<file path="config.mk">
export PLATFORM = sky130hd
export DESIGN_NAME = ram_burst_reader_flat
export DESIGN_NICKNAME = d
export VERILOG_FILES = /design/src/rtl/ram_burst_reader_if.sv /design/src/rtl/ram_burst_reader.sv /design/src/flat_wrapper.sv
export SDC_FILE = /design/constraint.sdc
export NUM_CORES = 1
export LEC_CHECK = 0
export ABC_AREA = 1
export BUFFER_PORTS_ARGS = -buffer_cell sky130_fd_sc_hd__buf_2
export CAP_MARGIN = 20
export CORE_ASPECT_RATIO = 0.7
export CORE_UTILIZATION = 35
export DETAILED_ROUTE_END_ITERATION = 10
export PLACE_DENSITY = 0.62
export SLEW_MARGIN = 20
export SYNTH_ARGS = -nofsm -noshare
export SYNTH_HDL_FRONTEND = slang
export SYNTH_SLANG_ARGS = --single-unit
</file>
<file path="constraint.sdc">
create_clock -name clk -period 1.6 [get_ports clk]
set_input_delay 0.24 -clock clk [delete_from_list [all_inputs] [get_ports clk]]
set_output_delay 0.24 -clock clk [all_outputs]
set_load 0.005 [all_outputs]
</file>
<file path="src/rtl/ram_burst_reader_if.sv">
// Bundle of command, RAM read-port and output-stream signals for
// ram_burst_reader. The reader takes the slave view; whatever issues
// commands, owns the RAM and consumes the stream takes the master view.
interface ram_burst_reader_if #(
  parameter int ADDR_W = 4,
  parameter int DATA_W = 8,
  parameter int LEN_W  = 5
);
  logic              cmd_valid;
  logic              cmd_ready;
  logic [ADDR_W-1:0] cmd_addr;
  logic [LEN_W-1:0]  cmd_len;
  logic              ram_port_en;
  logic [ADDR_W-1:0] ram_addr;
  logic [DATA_W-1:0] ram_data;
  logic              out_valid;
  logic              out_ready;
  logic [DATA_W-1:0] out_data;
  logic              out_last;
  logic              busy;
  logic              done;

  modport slave (
    input  cmd_valid, cmd_addr, cmd_len, ram_data, out_ready,
    output cmd_ready, ram_port_en, ram_addr, out_valid, out_data, out_last,
           busy, done
  );

  modport master (
    output cmd_valid, cmd_addr, cmd_len, ram_data, out_ready,
    input  cmd_ready, ram_port_en, ram_addr, out_valid, out_data, out_last,
           busy, done
  );
endinterface

</file>
<file path="src/rtl/ram_burst_reader.sv">
// Burst read initiator for the 16x8 dual-port RAM: accepts (addr, len),
// reads consecutive words (address wraps at the top of the RAM) and
// streams them out on valid/ready with a last marker and a done pulse.
// Optional feature: define BURST_ABORT_EN to add an 'abort' input that
// cuts a running burst short (done still pulses once).
module ram_burst_reader #(
  parameter int ADDR_W = 4,
  parameter int DATA_W = 8,
  parameter int LEN_W  = 5
) (
  input logic clk,
  input logic rst_n,
`ifdef BURST_ABORT_EN
  input logic abort,
`endif
  ram_burst_reader_if.slave bus
);

  typedef enum logic [1:0] {IDLE, READ, DRAIN, FIN} state_t;

  state_t            r_state;
  state_t            w_next_state;
  logic [ADDR_W-1:0] r_cur_addr;
  logic [LEN_W-1:0]  r_remain;
  logic [DATA_W-1:0] r_out_data;
  logic              r_out_valid;
  logic              r_out_last;

  logic w_load;
  logic w_accept_cmd;
  logic w_read;
  logic w_clear;
  logic w_abort;
  logic w_cmd_ready;
  logic w_done;

  // The output register can take a new word when it is empty or being emptied.
  assign w_load = !r_out_valid | bus.out_ready;

`ifdef BURST_ABORT_EN
  assign w_abort = abort & ((r_state == READ) | (r_state == DRAIN));
`else
  assign w_abort = 1'b0;
`endif

  // State register.
  always_ff @(posedge clk or negedge rst_n) begin
    if (!rst_n) r_state <= IDLE;
    else        r_state <= w_next_state;
  end

  // Next-state and control decode; an empty burst passes through DRAIN with
  // nothing pending so its done pulse lands two cycles after the handshake.
  always_comb begin
    w_next_state = r_state;
    w_accept_cmd = 1'b0;
    w_read       = 1'b0;
    w_clear      = 1'b0;
    w_cmd_ready  = 1'b0;
    w_done       = 1'b0;
    case (r_state)
      IDLE: begin
        w_cmd_ready = 1'b1;
        if (bus.cmd_valid) begin
          w_accept_cmd = 1'b1;
          w_next_state = (bus.cmd_len == '0) ? DRAIN : READ;
        end
      end
      READ: begin
        if (w_load) begin
          w_read = 1'b1;
          if (r_remain == LEN_W'(1)) w_next_state = DRAIN;
        end
      end
      DRAIN: begin
        if (w_load) begin
          w_clear      = 1'b1;
          w_next_state = FIN;
        end
      end
      FIN: begin
        w_done       = 1'b1;
        w_next_state = IDLE;
      end
      default: w_next_state = IDLE;
    endcase
    if (w_abort) begin
      w_read       = 1'b0;
      w_clear      = 1'b0;
      w_next_state = FIN;
    end
  end

  // Address/count bookkeeping and the output word register.
  always_ff @(posedge clk or negedge rst_n) begin
    if (!rst_n) begin
      r_cur_addr  <= '0;
      r_remain    <= '0;
      r_out_data  <= '0;
      r_out_valid <= 1'b0;
      r_out_last  <= 1'b0;
    end else if (w_abort) begin
      r_remain    <= '0;
      r_out_valid <= 1'b0;
      r_out_last  <= 1'b0;
    end else if (w_accept_cmd) begin
      r_cur_addr <= bus.cmd_addr;
      r_remain   <= bus.cmd_len;
    end else if (w_read) begin
      r_out_data  <= bus.ram_data;
      r_out_valid <= 1'b1;
      r_out_last  <= (r_remain == LEN_W'(1));
      r_cur_addr  <= r_cur_addr + ADDR_W'(1);
      r_remain    <= r_remain - LEN_W'(1);
    end else if (w_clear) begin
      r_out_valid <= 1'b0;
      r_out_last  <= 1'b0;
    end
  end

  assign bus.cmd_ready   = w_cmd_ready;
  assign bus.ram_port_en = w_read;
  assign bus.ram_addr    = r_cur_addr;
  assign bus.out_valid   = r_out_valid;
  assign bus.out_data    = r_out_data;
  assign bus.out_last    = r_out_last;
  assign bus.busy        = (r_state != IDLE);
  assign bus.done        = w_done;

endmodule

</file>
<file path="src/flat_wrapper.sv">
// flat-port wrapper written by rule: the top's interface ports become plain ports
module ram_burst_reader_flat 
#(
  parameter int ADDR_W = 4,
  parameter int DATA_W = 8,
  parameter int LEN_W  = 5
)
  (clk, rst_n, bus_cmd_valid, bus_cmd_addr, bus_cmd_len, bus_ram_data, bus_out_ready, bus_cmd_ready, bus_ram_port_en, bus_ram_addr, bus_out_valid, bus_out_data, bus_out_last, bus_busy, bus_done);
  ram_burst_reader_if #(.ADDR_W(ADDR_W), .DATA_W(DATA_W), .LEN_W(LEN_W)) bus_i ();
  input logic clk;
  input logic rst_n;
  input wire logic [$bits(bus_i.cmd_valid)-1:0] bus_cmd_valid;
  input wire logic [$bits(bus_i.cmd_addr)-1:0] bus_cmd_addr;
  input wire logic [$bits(bus_i.cmd_len)-1:0] bus_cmd_len;
  input wire logic [$bits(bus_i.ram_data)-1:0] bus_ram_data;
  input wire logic [$bits(bus_i.out_ready)-1:0] bus_out_ready;
  output wire logic [$bits(bus_i.cmd_ready)-1:0] bus_cmd_ready;
  output wire logic [$bits(bus_i.ram_port_en)-1:0] bus_ram_port_en;
  output wire logic [$bits(bus_i.ram_addr)-1:0] bus_ram_addr;
  output wire logic [$bits(bus_i.out_valid)-1:0] bus_out_valid;
  output wire logic [$bits(bus_i.out_data)-1:0] bus_out_data;
  output wire logic [$bits(bus_i.out_last)-1:0] bus_out_last;
  output wire logic [$bits(bus_i.busy)-1:0] bus_busy;
  output wire logic [$bits(bus_i.done)-1:0] bus_done;
  assign bus_i.cmd_valid = bus_cmd_valid;
  assign bus_i.cmd_addr = bus_cmd_addr;
  assign bus_i.cmd_len = bus_cmd_len;
  assign bus_i.ram_data = bus_ram_data;
  assign bus_i.out_ready = bus_out_ready;
  assign bus_cmd_ready = bus_i.cmd_ready;
  assign bus_ram_port_en = bus_i.ram_port_en;
  assign bus_ram_addr = bus_i.ram_addr;
  assign bus_out_valid = bus_i.out_valid;
  assign bus_out_data = bus_i.out_data;
  assign bus_out_last = bus_i.out_last;
  assign bus_busy = bus_i.busy;
  assign bus_done = bus_i.done;
  ram_burst_reader #(.ADDR_W(ADDR_W), .DATA_W(DATA_W), .LEN_W(LEN_W)) u_core (.clk(clk), .rst_n(rst_n), .bus(bus_i));
endmodule
</file>
**Word level (Yosys, flattened, before mapping)**

Cells that the tools add are included.

- Word-level logic and storage cells: 47
- Register bits after elaboration: 21

- Bitwise logic cells: 2
- Eq/ne operators: 8
- Mux-type cells: 20
- Reductions and logical operators: 9
- $add $sub $neg: 2

Operator list:

| operator | number |
|---|---|
| $mux W1 | 10 |
| $mux W2 | 5 |
| $mux W5 | 2 |
| $mux W4 | 2 |
| $pmux W2 S4 | 1 |
| $ne A2 B1 Y1 const B | 3 |
| $reduce_bool A2 Y1 | 3 |
| $eq A5 B1 Y1 const B | 1 |
| $logic_not A5 Y1 | 1 |
| $sub A5 B1 Y5 const B | 1 |
| $add A4 B1 Y4 const B | 1 |
| $eq A2 B2 Y1 const B | 2 |
| $reduce_and A2 Y1 | 2 |
| $reduce_and A4 Y1 | 1 |
| $eq A2 B1 Y1 const B | 1 |
| $logic_not A2 Y1 | 1 |
| $ne A2 B2 Y1 const B | 1 |
| $logic_not A1 Y1 | 1 |
| $not A1 Y1 | 1 |
| $or A1 B1 Y1 | 1 |

**Depth between registers and ports, before layout**

- Depth in word-level cells: 6
- Depth in mapped cells: 9
- Gate-level depth less buffers: 9

**Worst setup path before layout**

No wires, ideal clock.

- Path type: reg2reg
- From: register u_core.r_state[0]
- To: register u_core.r_remain[1]
- Arrival: 1.237 ns
- Path buffers: 1
- Slack: 0.289 ns
- Cell stages (with the launch flop): 10
- Data required time: 1.526 ns
- Path through: dfrtp_1 -> inv_1 -> ha_1 -> nand2_4 -> inv_6 -> buf_6 -> nand2_1 -> o21ai_1 -> nand2_1 -> o21ai_2

- Word-level cells in the longest chain between the ends: 3
- Elaborated cells on any way between the ends: 6

Ends and longest elaborated chain:

| item | line | source |
|---|---|---|
| start: declaration | ram_burst_reader.sv:21 | `state_t r_state;` |
| start signal: assignment | ram_burst_reader.sv:49 | `else r_state <= w_next_state;` |
| $eq A2 B1 Y1 / $logic_not A2 Y1 (equally long branches) | ram_burst_reader.sv:61 | `case (r_state)` |
| $mux W1 | ram_burst_reader.sv:61 |  |
| $reduce_bool A2 Y1 (no line) / $mux W5 (equally long branches) | -- |  |
| end signal: assignment | ram_burst_reader.sv:108 | `r_remain <= bus.cmd_len;` |
| end signal: assignment | ram_burst_reader.sv:114 | `r_remain <= r_remain - LEN_W'(1);` |
| end: declaration | ram_burst_reader.sv:24 | `logic [LEN_W-1:0] r_remain;` |

Several ways; a longest one is shown, not always the timed one.
A chain may end at the register's enable or synchronous reset.

**Final worst setup path**

- From: register u_core.r_state[1]
- To: output bus_ram_port_en

- Word-level cells in the longest chain between the ends: 2

Ends and longest elaborated chain:

| item | line | source |
|---|---|---|
| $eq A2 B1 Y1 | ram_burst_reader.sv:61 |  |
| $mux W1 | ram_burst_reader.sv:61 |  |
| end: declaration | flat_wrapper.sv:18 | `output wire logic [$bits(bus_i.ram_port_en)-1:0] bus_ram_port_en;` |

Every way passes these cells.

==> results.py <==
metrics = {
    "floorplan": {
        "initial_core_util_pct": 38.1,
        "die_h_um": 51.8,
        "rows": 17,
        "core_sq_um": 3250,
        "die_area_sq_um": 3790,
        "pin_count": 39,
        "die_w_um": 73.1,
    },
    "sta": {
        "rsz0062_at_grt": "yes",
        "fmax_ghz": 0.659,
        "period_share_pct": 94.8,
        "relSlewSlack_pct": 69.3,
        "post-route-min-period_ns": 1.52,
        "worst_pin_slew_ns": 0.460,
        "report.final.slew_viol_count": 0,
        "setup-violations-final": 0,
        "worst_clock_skew_ns": 0.00154,
        "hold_viol": 0,
    },
    "synth": {
        "synth_nets": 190,
        "synth_cells": 161,
        "syn_area_per_cell_sq_um": 7.70,
        "yosys.cell_types.count": 21,
        "ys_warn_count": 0,
        "ys_ff_latch": 21,
        "syn-cell-area_sq_um": 1240,
        "synth.yosys.seq_area_share_pct": 42.4,
    },
    "finish": {
        "drive_gt1_share_pct": 27.7,
        "fill_cells": 336,
        "syn2layout_area_growth_pct": 26.4,
        "final_common_cell": "nand2_1",
        "final_nets": 236,
        "stdcell_count": 253,
        "final_cell_mix": "nand2_1 (69), buf_2 (38), dfrtp_1 (21), inv_1 (19), nand3_1 (9)",
        "antenna_cells": 0,
    },
    "worst_setup_path": {
        "crit_arrival_ns": 1.28,
        "path_class": "register to output pin",
        "cp-start-kind": "register",
        "regToRegEndpoint": "u_core.r_remain[0]",
        "crit_required_ns": 1.36,
        "rrSetupSlack_ns": 0.15,
        "critPathMaxFanout": 5,
        "reg2reg_from": "u_core.r_state[0]",
        "reg2reg_depth": 8,
        "end_kind": "output pin",
    },
    "power_and_ir_drop": {
        "ir_drop_mv": 0.678,
        "clkPwrFrac_pct": 11.2,
        "combPwrFrac_pct": 55.2,
        "power_frac_seq_pct": 33.6,
        "p_switching_mw": 1.31,
        "powerDensity_nw_per_um2": 1910,
        "p_sw_share_pct": 43.5,
        "leakage_nw": 0.906,
        "p_int_mw": 1.69,
        "finalPower_mw": 3.00,
    },
    "clock_network": {
        "clock-root-buffer": "clkbuf_8",
        "clkTransAtPathRegs_ns": 0.07,
        "clock_path_buffers": 2,
        "clock_latency_ns": 0.25,
        "cts.sinks": 21,
        "cts_tree": "built",
        "htree_levels": 1,
        "cts_buffers": 3,
    },
    "routing": {
        "via_per_inst": 4.27,
        "via_count": 1081,
        "wl_mm": 2.55,
        "route.detailed.drc": 0,
        "wl_per_cell_um": 10.1,
        "drtPass1Iterations": 4,
        "drt_iter0_drc": 40,
        "postRouteAntennaNets": 0,
    },
    "worst_hold_path": {
        "min_path_cells": 3,
        "worstHoldStart": "bus_ram_data[6]",
        "hold_path.class": "input pin to register",
        "holdPathEnd": "u_core.bus.out_data[6]",
    },
    "placed_design": {
        "dp_hpwl_mm": 2.04,
        "placed_cells": 245,
        "port-buffer-count": 38,
        "place_congestion": 0.851,
    },
    "global_route": {
        "grt_max_degree": 22,
        "track_usage_pct": 14.2,
        "antenna_found_initial": 0,
        "grt_pass1_vias": 880,
        "gr-total-overflow": 0,
        "grt_pass1_wl_mm": 4.03,
    },
    "job": {
        "drv_cap": 0,
    },
    "status": {
        "status": "finished clean",
    },
}
layout make-up:
| cell class | instances | area (sq um) | share of cell area [%] |
|---|---|---|---|
| multi-input combinational | 116 | 607 | 38.7 |
| clock inverter | 1 | 5.00 | 0.319 |
| timing repair buffer | 43 | 243 | 15.5 |
| tap | 47 | 58.8 | 3.75 |
| inverter | 22 | 87.6 | 5.59 |
| sequential | 21 | 526 | 33.5 |
| clock buffer | 3 | 41.3 | 2.63 |
through the flow:
step                setup TNS (ns)  setup slack, ns  utilization, %  hold WS, ns  cell area [sq um]
finish                           0           0.0832            48.2        0.180               1570
global route               -0.0133          -0.0133            48.2        0.175               1570
CTS                              0           0.0163            47.0        0.175               1530
detailed placement               0            0.136            45.3        0.223               1470
global placement                 0            0.167            45.3        0.224               1470
floorplan                        0            0.289               -      -0.0556               1240
synthesized netlist by cell type, drive strengths merged:
cell type	count	area share, %
o21a	1	0.61
buf	2	1.8
xor2	2	1.4
ha	8	8.1
a21oi	2	0.81
dfrtp	21	42
nand3	9	3.6
nand2	74	24
nor2	9	4.0
o211ai	2	1.2
nand4	2	1.0
inv	22	7.1
o21ai	5	2.3
xnor2	2	1.4
cell families after synthesis:
group | share of synthesized area, %
buffers and inverters | 8.88
and+or+nand+nor | 32.9
DFF | 42.4
adders and majority gates | 8.07
xor gates and xnor gates | 2.83
AOI/OAI and AO/OA | 4.94
repair_timing:
| action | CTS | global route |
|---|---|---|
| hold buffers | 1 | 0 |
| endpoints found under the setup margin | 0 | 9 |
| buffers inserted | 0 | 3 |
| endpoints found under the hold margin | 21 | 0 |
| resized for setup | 0 | 1 |
sequential cells by signal, summed over array words and instances, names as in the netlist:
register,cells
u_core.bus.out_last,1
u_core.r_remain,5
u_core.bus.out_data,8
u_core.bus.out_valid,1
u_core.bus.ram_addr,4
u_core.r_state,2
metal layers:
layer  vias to the layer above  GRT usage, %  wire length (um)
met3                         2          4.26               126
met2                        22          21.0              1070
li1                        586             -                 -
met4                         0          1.96                17
met1                       471          20.7              1340
met5                         -             0                 0
power by group through the flow:
stage | combinational [mW] | clock (mW) | sequential (mW)
5_1_grt | 1.90 | 0.368 | 1.04
6_report | 1.65 | 0.336 | 1.01
2_1_floorplan | 1.13 | 0 | 0.994
3_3_place_gp | 1.57 | 0 | 1.02
4_1_cts | 1.58 | 0.346 | 1.01
3_5_place_dp | 1.57 | 0 | 1.02
critical path, stage by stage, from the launching register on:
cell     delay (ns)
dfrtp_1        0.41
inv_1          0.11
ha_2           0.24
nand2_4        0.10
inv_1          0.06
buf_2          0.10
worst max-delay path by stage:
stage,start,endpoint,slack (ns),cells after the start
floorplan,u_core.r_state[0],u_core.r_remain[1],0.29,9
global placement,u_core.r_state[0],u_core.bus.out_data[5],0.17,8
detailed placement,u_core.r_state[0],u_core.bus.out_data[7],0.14,8
CTS,u_core.r_state[1],bus_ram_port_en,0.02,5
global route,u_core.r_state[1],bus_ram_port_en,-0.01,5
finish,u_core.r_state[1],bus_ram_port_en,0.08,5
Power figures use the tool's default switching activity.
